### src/rtl/ifetch_resp_pkg.sv
// Shared core header for the fetch path: address/data widths and the
// core-wide default fetch queue depth.
package ifetch_resp_pkg;

  // Width of a fetch address (PC_RANGE is [PC_W-1:0]).
  localparam int PC_W = 32;

  // Width of an instruction word (DATA_RANGE is [DATA_W-1:0]).
  localparam int DATA_W = 32;

  // Default number of queue entries / maximum outstanding fetches.
  localparam int IFQ_DEPTH = 4;

  typedef logic [PC_W-1:0]   pc_t;
  typedef logic [DATA_W-1:0] data_t;

endpackage

### src/rtl/ifetch_queue.sv
// Fetch return queue: a ring of {pc, data, filled} entries with separate
// allocate, fill and read pointers. Each pointer carries an extra wrap bit
// so a completely full ring is distinguishable from an empty one.
module ifetch_queue
  import ifetch_resp_pkg::*;
#(
  parameter int DEPTH = IFQ_DEPTH
) (
  input  logic                     clk,
  input  logic                     rst,
  input  logic                     flush,
  input  logic                     alloc_en,
  input  logic [PC_W-1:0]          alloc_pc,
  input  logic                     fill_en,
  input  logic [DATA_W-1:0]        fill_data,
  input  logic                     pop_en,
  output logic [$clog2(DEPTH):0]   used,
  output logic [$clog2(DEPTH):0]   in_flight,
  output logic                     head_valid,
  output logic [PC_W-1:0]          head_pc,
  output logic [DATA_W-1:0]        head_data
);

  localparam int IDX_W = $clog2(DEPTH);
  localparam int PTR_W = IDX_W + 1;

  logic [PTR_W-1:0]  alloc_ptr;
  logic [PTR_W-1:0]  fill_ptr;
  logic [PTR_W-1:0]  read_ptr;
  logic [IDX_W-1:0]  alloc_idx;
  logic [IDX_W-1:0]  fill_idx;
  logic [IDX_W-1:0]  read_idx;
  logic [PC_W-1:0]   pc_mem   [DEPTH];
  logic [DATA_W-1:0] data_mem [DEPTH];
  logic [DEPTH-1:0]  filled;
  logic [DEPTH-1:0]  fill_mask;
  logic [DEPTH-1:0]  pop_mask;

  assign alloc_idx = alloc_ptr[IDX_W-1:0];
  assign fill_idx  = fill_ptr[IDX_W-1:0];
  assign read_idx  = read_ptr[IDX_W-1:0];

  // Entries between read and alloc are owned (buffered or awaiting data);
  // entries between fill and alloc are still waiting on memory.
  assign used      = alloc_ptr - read_ptr;
  assign in_flight = alloc_ptr - fill_ptr;

  assign head_valid = filled[read_idx];
  assign head_pc    = pc_mem[read_idx];
  assign head_data  = data_mem[read_idx];

  // One-hot masks for the entry being filled and the entry being popped.
  always_comb begin
    fill_mask = '0;
    pop_mask  = '0;
    if (fill_en) begin
      fill_mask[fill_idx] = 1'b1;
    end
    if (pop_en) begin
      pop_mask[read_idx] = 1'b1;
    end
  end

  // Pointer and filled-bit update; a flush collapses every pointer onto the
  // allocation point so all older entries vanish at once.
  always_ff @(posedge clk) begin
    if (rst) begin
      alloc_ptr <= '0;
      fill_ptr  <= '0;
      read_ptr  <= '0;
      filled    <= '0;
    end else if (flush) begin
      fill_ptr  <= alloc_ptr;
      read_ptr  <= alloc_ptr;
      filled    <= '0;
    end else begin
      if (alloc_en) begin
        alloc_ptr <= alloc_ptr + PTR_W'(1);
      end
      if (fill_en) begin
        fill_ptr <= fill_ptr + PTR_W'(1);
      end
      if (pop_en) begin
        read_ptr <= read_ptr + PTR_W'(1);
      end
      filled <= (filled & ~pop_mask) | fill_mask;
    end
  end

  // Entry payload storage: pc is captured at issue, data at response.
  always_ff @(posedge clk) begin
    if (rst) begin
      for (int i = 0; i < DEPTH; i++) begin
        pc_mem[i]   <= '0;
        data_mem[i] <= '0;
      end
    end else if (!flush) begin
      if (alloc_en) begin
        pc_mem[alloc_idx] <= alloc_pc;
      end
      if (fill_en) begin
        data_mem[fill_idx] <= fill_data;
      end
    end
  end

endmodule

### src/rtl/ifetch_resp.sv
// Instruction-fetch responder: issues PCs to a pipelined in-order
// instruction memory under a credit limit, buffers the returned words and
// hands {pc, instruction} pairs to decode. A redirect discards everything
// older and remembers how many stale responses are still owed by memory.
module ifetch_resp
  import ifetch_resp_pkg::*;
#(
  parameter int DEPTH = IFQ_DEPTH
) (
  input  logic              clk,
  input  logic              rst,
  input  logic              flush,
  input  logic              pc_valid,
  input  logic [PC_W-1:0]   pc_in,
  output logic              pc_ready,
  output logic              imem_req,
  output logic [PC_W-1:0]   imem_addr,
  input  logic              imem_gnt,
  input  logic              imem_rvalid,
  input  logic [DATA_W-1:0] imem_rdata,
  output logic              inst_valid,
  output logic [PC_W-1:0]   inst_pc,
  output logic [DATA_W-1:0] inst_data,
  input  logic              inst_ready
);

  localparam int PTR_W = $clog2(DEPTH) + 1;

  logic [PTR_W-1:0] used;
  logic [PTR_W-1:0] in_flight;
  logic [PTR_W-1:0] drop_cnt;
  logic [PTR_W:0]   committed;
  logic             credit;
  logic             drop_resp;
  logic             fill_en;
  logic             pop_en;

  // Issue, drop and pop decisions. Credit counts both live entries and
  // responses still owed for killed fetches, so the ring can never overflow.
  always_comb begin
    committed = {1'b0, used} + {1'b0, drop_cnt};
    credit    = committed < (PTR_W + 1)'(DEPTH);
    imem_req  = pc_valid & credit & ~flush & ~rst;
    pc_ready  = imem_req & imem_gnt;
    drop_resp = imem_rvalid & (drop_cnt != '0);
    fill_en   = imem_rvalid & ~drop_resp & ~flush;
    pop_en    = inst_valid & inst_ready & ~flush;
  end

  assign imem_addr = pc_in;

  // Owed-response counter: on a redirect every fetch still in memory becomes
  // owed, minus the response landing this very cycle, which is dropped now.
  always_ff @(posedge clk) begin
    if (rst) begin
      drop_cnt <= '0;
    end else if (flush) begin
      drop_cnt <= drop_cnt + in_flight - PTR_W'(imem_rvalid);
    end else if (drop_resp) begin
      drop_cnt <= drop_cnt - PTR_W'(1);
    end
  end

  ifetch_queue #(
    .DEPTH (DEPTH)
  ) u_queue (
    .clk        (clk),
    .rst        (rst),
    .flush      (flush),
    .alloc_en   (pc_ready),
    .alloc_pc   (pc_in),
    .fill_en    (fill_en),
    .fill_data  (imem_rdata),
    .pop_en     (pop_en),
    .used       (used),
    .in_flight  (in_flight),
    .head_valid (inst_valid),
    .head_pc    (inst_pc),
    .head_data  (inst_data)
  );

endmodule

### config.mk
export PLATFORM = sky130hd
export DESIGN_NAME = ifetch_resp
export DESIGN_NICKNAME = d
export VERILOG_FILES = /design/src/rtl/ifetch_resp_pkg.sv /design/src/rtl/ifetch_queue.sv /design/src/rtl/ifetch_resp.sv
export SDC_FILE = /design/constraint.sdc
export NUM_CORES = 1
export LEC_CHECK = 0
export BUFFER_PORTS_ARGS = -buffer_cell sky130_fd_sc_hd__buf_2
export CAP_MARGIN = 20
export CORE_MARGIN = 10
export CORE_UTILIZATION = 41
export CTS_BUF_LIST = sky130_fd_sc_hd__clkbuf_8
export CTS_CLUSTER_SIZE = 8
export DETAILED_ROUTE_END_ITERATION = 6
export GPL_TIMING_DRIVEN = 0
export PLACE_DENSITY = 0.7
export SLEW_MARGIN = 20
export SYNTH_ARGS = -nofsm -noshare
export SYNTH_HDL_FRONTEND = slang
export SYNTH_SLANG_ARGS = --single-unit
### constraint.sdc
create_clock -name clk -period 5.8 [get_ports clk]
set_input_delay 1.16 -clock clk [delete_from_list [all_inputs] [get_ports clk]]
set_output_delay 1.16 -clock clk [all_outputs]
set_load 0.02 [all_outputs]
# Word level (Yosys, flattened, before mapping)
# Memory sizes are Yosys's and may differ from the RTL's. A register that Yosys moved wholly into a read port is not among the register bits.
# Index checks and enable logic that the tools add are counted.
# totals
register_bits	16
latch_bits	0
ramBits	256
rom_bits	0
out_inout_bits	99
elab_cells	80
mem_count	2
# mem_list
name	words	word_bits	read_ports	rd_clocked_by_memory_dff	wr	line_no	rtl
u_queue.data_mem	4	32	1	1	4	ifetch_queue.sv:34	logic [DATA_W-1:0] data_mem [DEPTH];
u_queue.pc_mem	4	32	1	1	4	ifetch_queue.sv:33	logic [PC_W-1:0] pc_mem [DEPTH];
# classes
add_sub_neg	9
mul	0
div_mod_pow	0
magnitude_cmp	5
n_eq_ne	0
shift	0
muxes	34
bitwise_logic	15
n_reduce_logical	10
# op_table
operator	n
$mux 32	2
$reduce_or 32->1	2
$mux 3	6
$mux 1	15
$mux 2	6
$add 3x1->3 const B	3
$and 1x1->1	9
$mux 4	2
$lt 2x3->1 const B	2
$reduce_bool 2->1	3
$sub 3x3->3	2
$add 3x3->4	1
$and 4x4->4	1
$demux 1 s2	2
$ge 2x1->1 const B	2
$lt 4x3->1 const B	1
$not 4->4	1
$or 4x4->4	1
$add 3x3->3	1
$not 1->1	3
$reduce_bool 3->1	1
$sub 3x1->3	1
$sub 3x1->3 const B	1
$bmux 1 s2	1
other kinds (3)	4

# Depth between registers and ports, before layout
# logic_depth
word_depth	13
ltp_mapped	13
mapped_depth_nobuf	12

# Cells and area by module
# A second synthesis with hierarchy kept.
# hier_totals
cells_unflattened	789
hier_area_um2	12555.8
# by_module_without_submodules
module	instances	cells_each	area_each_um2
ifetch_queue	1	717	11961.5
ifetch_resp	1	72	594.3

# Worst setup path after synthesis
# OpenSTA, ideal clock, no wires.
# synth_path
path_kind	reg-to-reg
startpoint	register u_queue.alloc_ptr[0]
endpoint	memory u_queue.pc_mem[2][0], enable pin
arrival_time_ps	3878
required_ps	5372
setup_slack_ps	1494
path_stages_with_launch	13
n_path_buf	0
cell_sequence	dfxtp_1 > inv_1 > ha_1 > inv_1 > fa_1 > xnor2_1 > xnor2_1 > ha_1 > nor2_1 > nand4_4 > inv_4 > nand3_4 > o21bai_1
# synth_rtl
item	line_no	rtl
start: declaration	ifetch_queue.sv:27	logic [PTR_W-1:0] alloc_ptr;
start signal: assignment	ifetch_queue.sv:78	alloc_ptr <= alloc_ptr + PTR_W'(1);
end: declaration	ifetch_queue.sv:33	

# Final worst setup path
# layout_path
startpoint	register u_queue.alloc_ptr[0]
endpoint	output port pc_ready
# layout_via
elab_chain_cells	7
# layout_rtl
item	line_no	rtl
$sub 3x3->3	ifetch_queue.sv:45	assign used = alloc_ptr - read_ptr;
$add 3x3->4	ifetch_resp.sv:41	committed = {1'b0, used} + {1'b0, drop_cnt};
$lt 4x3->1	ifetch_resp.sv:42	credit = committed < (PTR_W + 1)'(DEPTH);
$and 1x1->1 (3 in a row)	ifetch_resp.sv:43	imem_req = pc_valid & credit & ~flush & ~rst;
$and 1x1->1	ifetch_resp.sv:44	pc_ready = imem_req & imem_gnt;
end: declaration	ifetch_resp.sv:15	output logic pc_ready,
# No other way between the ends.

==> results.ini <==
[outcome]
result_of_the_run=complete, no violations

[clock_network]
post_cts.repair.setup_buffers=0
htree_levels=2
worstSkewPairLatency_ns=0.53
cts_tree=yes
cts_hold_repair.buffers=0
postCtsResizedCells=0
cts.path.max_buffers=3
clockRootBuffer=sky130_fd_sc_hd__clkbuf_8
clock_sink_count=274
cts_made_buffers=44
worst_setup_hold_path_clk_slew_ns=0.06

[placed_design]
place.detailed.hpwl_um=20200
gpl.final_weighted_congestion=0.784
port_buffers=168

[synthesis]
synth.avg_cell_area_sq_um=15.0
synth.yosys.seq_area_share_pct=64.7
yosysUniqueCellTypes=49
postSynth.topFlopCell=sky130_fd_sc_hd__edfxtp_1
yosysWarnings=0
synth-seq-cells=274
postSynth.asyncResetShare_pct=0
post_synth_instance_area_sq_um=12400
synth-edff-count=256
post_synth_inst_count=829
synthesis.nets=920

[critical_path]
cp_num_buf_inv=3
endpoint_kind=primary output
timing.critical_path.arrival_ns=3.28
worst_setup_path_start_kind=flop
cp_top_family=adder cells
critical_path_slowest_stage_cell=sky130_fd_sc_hd__dfxtp_1
path_class=flop to primary output
worstPathRequired_ns=4.64
timing.critical_path.fanout_max=8
timing.critical_path.slowest_cell_delay_ns=0.41
critical_path.cell_chain=inv_1 -> ha_1 -> inv_1 -> fa_1 -> xnor2_1 -> xnor2_1 -> ha_1 -> nor2_1 -> nand4_4 -> nor2_1 -> buf_2

[global_route]
grt_max_degree=33
grt_use_total_pct=15.2
grt_pass1_wl_um=45600
number_of_antenna_violations_at_the_first_check_in_global_routing=2
first_global_vias=8119
grt-ovfl-total=0

[sta]
fin_tns_setup_ns=0
final-max-slew-violation-count=0
rsz0062_at_grt=false
worst_slew_pin_slew_ns=1.03
timing.final.crit_share_pct=76.6
finalSetupViolCount=0
achievable-frequency_mhz=225
layout_min_cycle_time_ns=4.44
timing.slew.headroom_pct=31.4
finalClockSkew_ns=0.0216
hold_viol_final=0

[floorplan]
start_util_pct=41.7
boundaryPins=170
core_area_sq_um=29800
die_h_um=194
floorplan.rows=63
dieArea_sq_um=37700
die_x_um=194

[power_and_ir_drop]
total_power_mw=4.57
powerDensity_nw_per_um2=311
vdd_drop_max_mv=0.123
p_leak_nw=5.82

[routing]
postRouteWirelength_um=29200
drt-met1-wl_um=11700
drc=0
1st_iter_drt_viols=489
average_routed_wire_per_standard_cell_um=19.9
wl_met3_um=1540
detail_route.first_pass.iterations=4
ant_nets=0
met2_length_um=15300
highest_layer=met5
num_vias=7398
viasPerCell=5.05

[finish]
final_common_cell=sky130_fd_sc_hd__edfxtp_1
final_net_count=1139
sequential_cell_area_sq_um=8050
drive_gt1_share_pct=34.6
layout_common_cells=256 x sky130_fd_sc_hd__edfxtp_1, 176 x sky130_fd_sc_hd__buf_2, 134 x sky130_fd_sc_hd__nor2_1
finalCoreUtilization_pct=49.4
multiInputGateArea_sq_um=3820
syn2layout_area_growth_pct=18.4
filler_cell_count=2596

[hold_path]
hold_class=flop to flop

[run]
maxCapViolations=0

[cells by family after synthesis]
group                      Yosys count  synth area share, %
AOI/OAI and AO/OA                   30                 1.96
xor gates and xnor gates             9                0.634
adders and majority gates           20                 2.31
buffers and inverters              101                 4.91
DFF                                274                 64.7
muxes                               69                 12.0
and+or+nand+nor                    326                 13.4
[report_power, final]
group | internal [mW] | leakage [nW] | total [mW] | switching (mW)
registers | 2.29 | 2.79 | 2.34 | 0.0470
logic | 0.295 | 2.56 | 0.749 | 0.454
clock network | 0.777 | 0.461 | 1.49 | 0.709
total | 3.36 | 5.82 | 4.57 | 1.21
[cell usage after synthesis, drive strengths merged (7+ instances only)]
library cell,n,share of area (%)
edfxtp,256,62
nand2,40,1.2
buf,64,3.7
clkbuf,19,0.61
mux4,64,12
a21oi,7,0.28
inv,18,0.56
xnor2,7,0.49
dfxtp,18,2.9
and3,34,1.8
ha,15,1.5
nor2,135,4.1
and2,97,4.9
[worst paths after layout]
path / startpoint / endpoint / slack, ns / depth (start not counted)
min: u_queue.filled[0] / u_queue.filled[0] / 0.50 / 1
max reg2reg: u_queue.alloc_ptr[0] / u_queue.pc_mem[3][10] / 1.98 / 11
min reg2reg: u_queue.filled[0] / u_queue.filled[0] / 0.50 / 1
max: u_queue.alloc_ptr[0] / pc_ready / 1.36 / 11
[sequential cells by signal, indices dropped and copies added, names as in the netlist, named ones only]
name and count:
u_queue.data_mem 128, u_queue.pc_mem 128, u_queue.filled 4, drop_cnt 3
u_queue.alloc_ptr 3, u_queue.fill_ptr 3, u_queue.read_ptr 3
[through the flow]
step | cell area [sq um] | worst slack (ns) | hold slack [ns] | instances
floorplan | 12400 | 1.49 | 0.461 | 829
global placement | 13800 | 0.153 | 0.479 | 1387
detailed placement | 13900 | 1.90 | 0.491 | 1392
CTS | 14700 | 1.31 | 0.499 | 1464
global route | 14700 | 1.07 | 0.514 | 1464
finish | 14700 | 1.36 | 0.496 | 1465
[layer usage]
layer / vias up / global-route usage [%]
li1: 3451 / -
met1: 3706 / 18.0
met2: 194 / 26.9
met3: 45 / 2.96
met4: 2 / 5.00
met5: - / 0
[area by class of cell]
cell class                      instances  area share [%]
Antenna cell                            1          0.0170
Clock inverter                         22           0.587
Tap cell                              390            3.32
Buffer                                 83            3.67
Timing Repair Buffer                  173            6.60
Multi-Input combinational cell        454            26.0
Clock buffer                           50            4.68
Inverter                               18           0.476
Sequential cell                       274            54.7
Note: power is estimated with default switching activity, not from simulation.
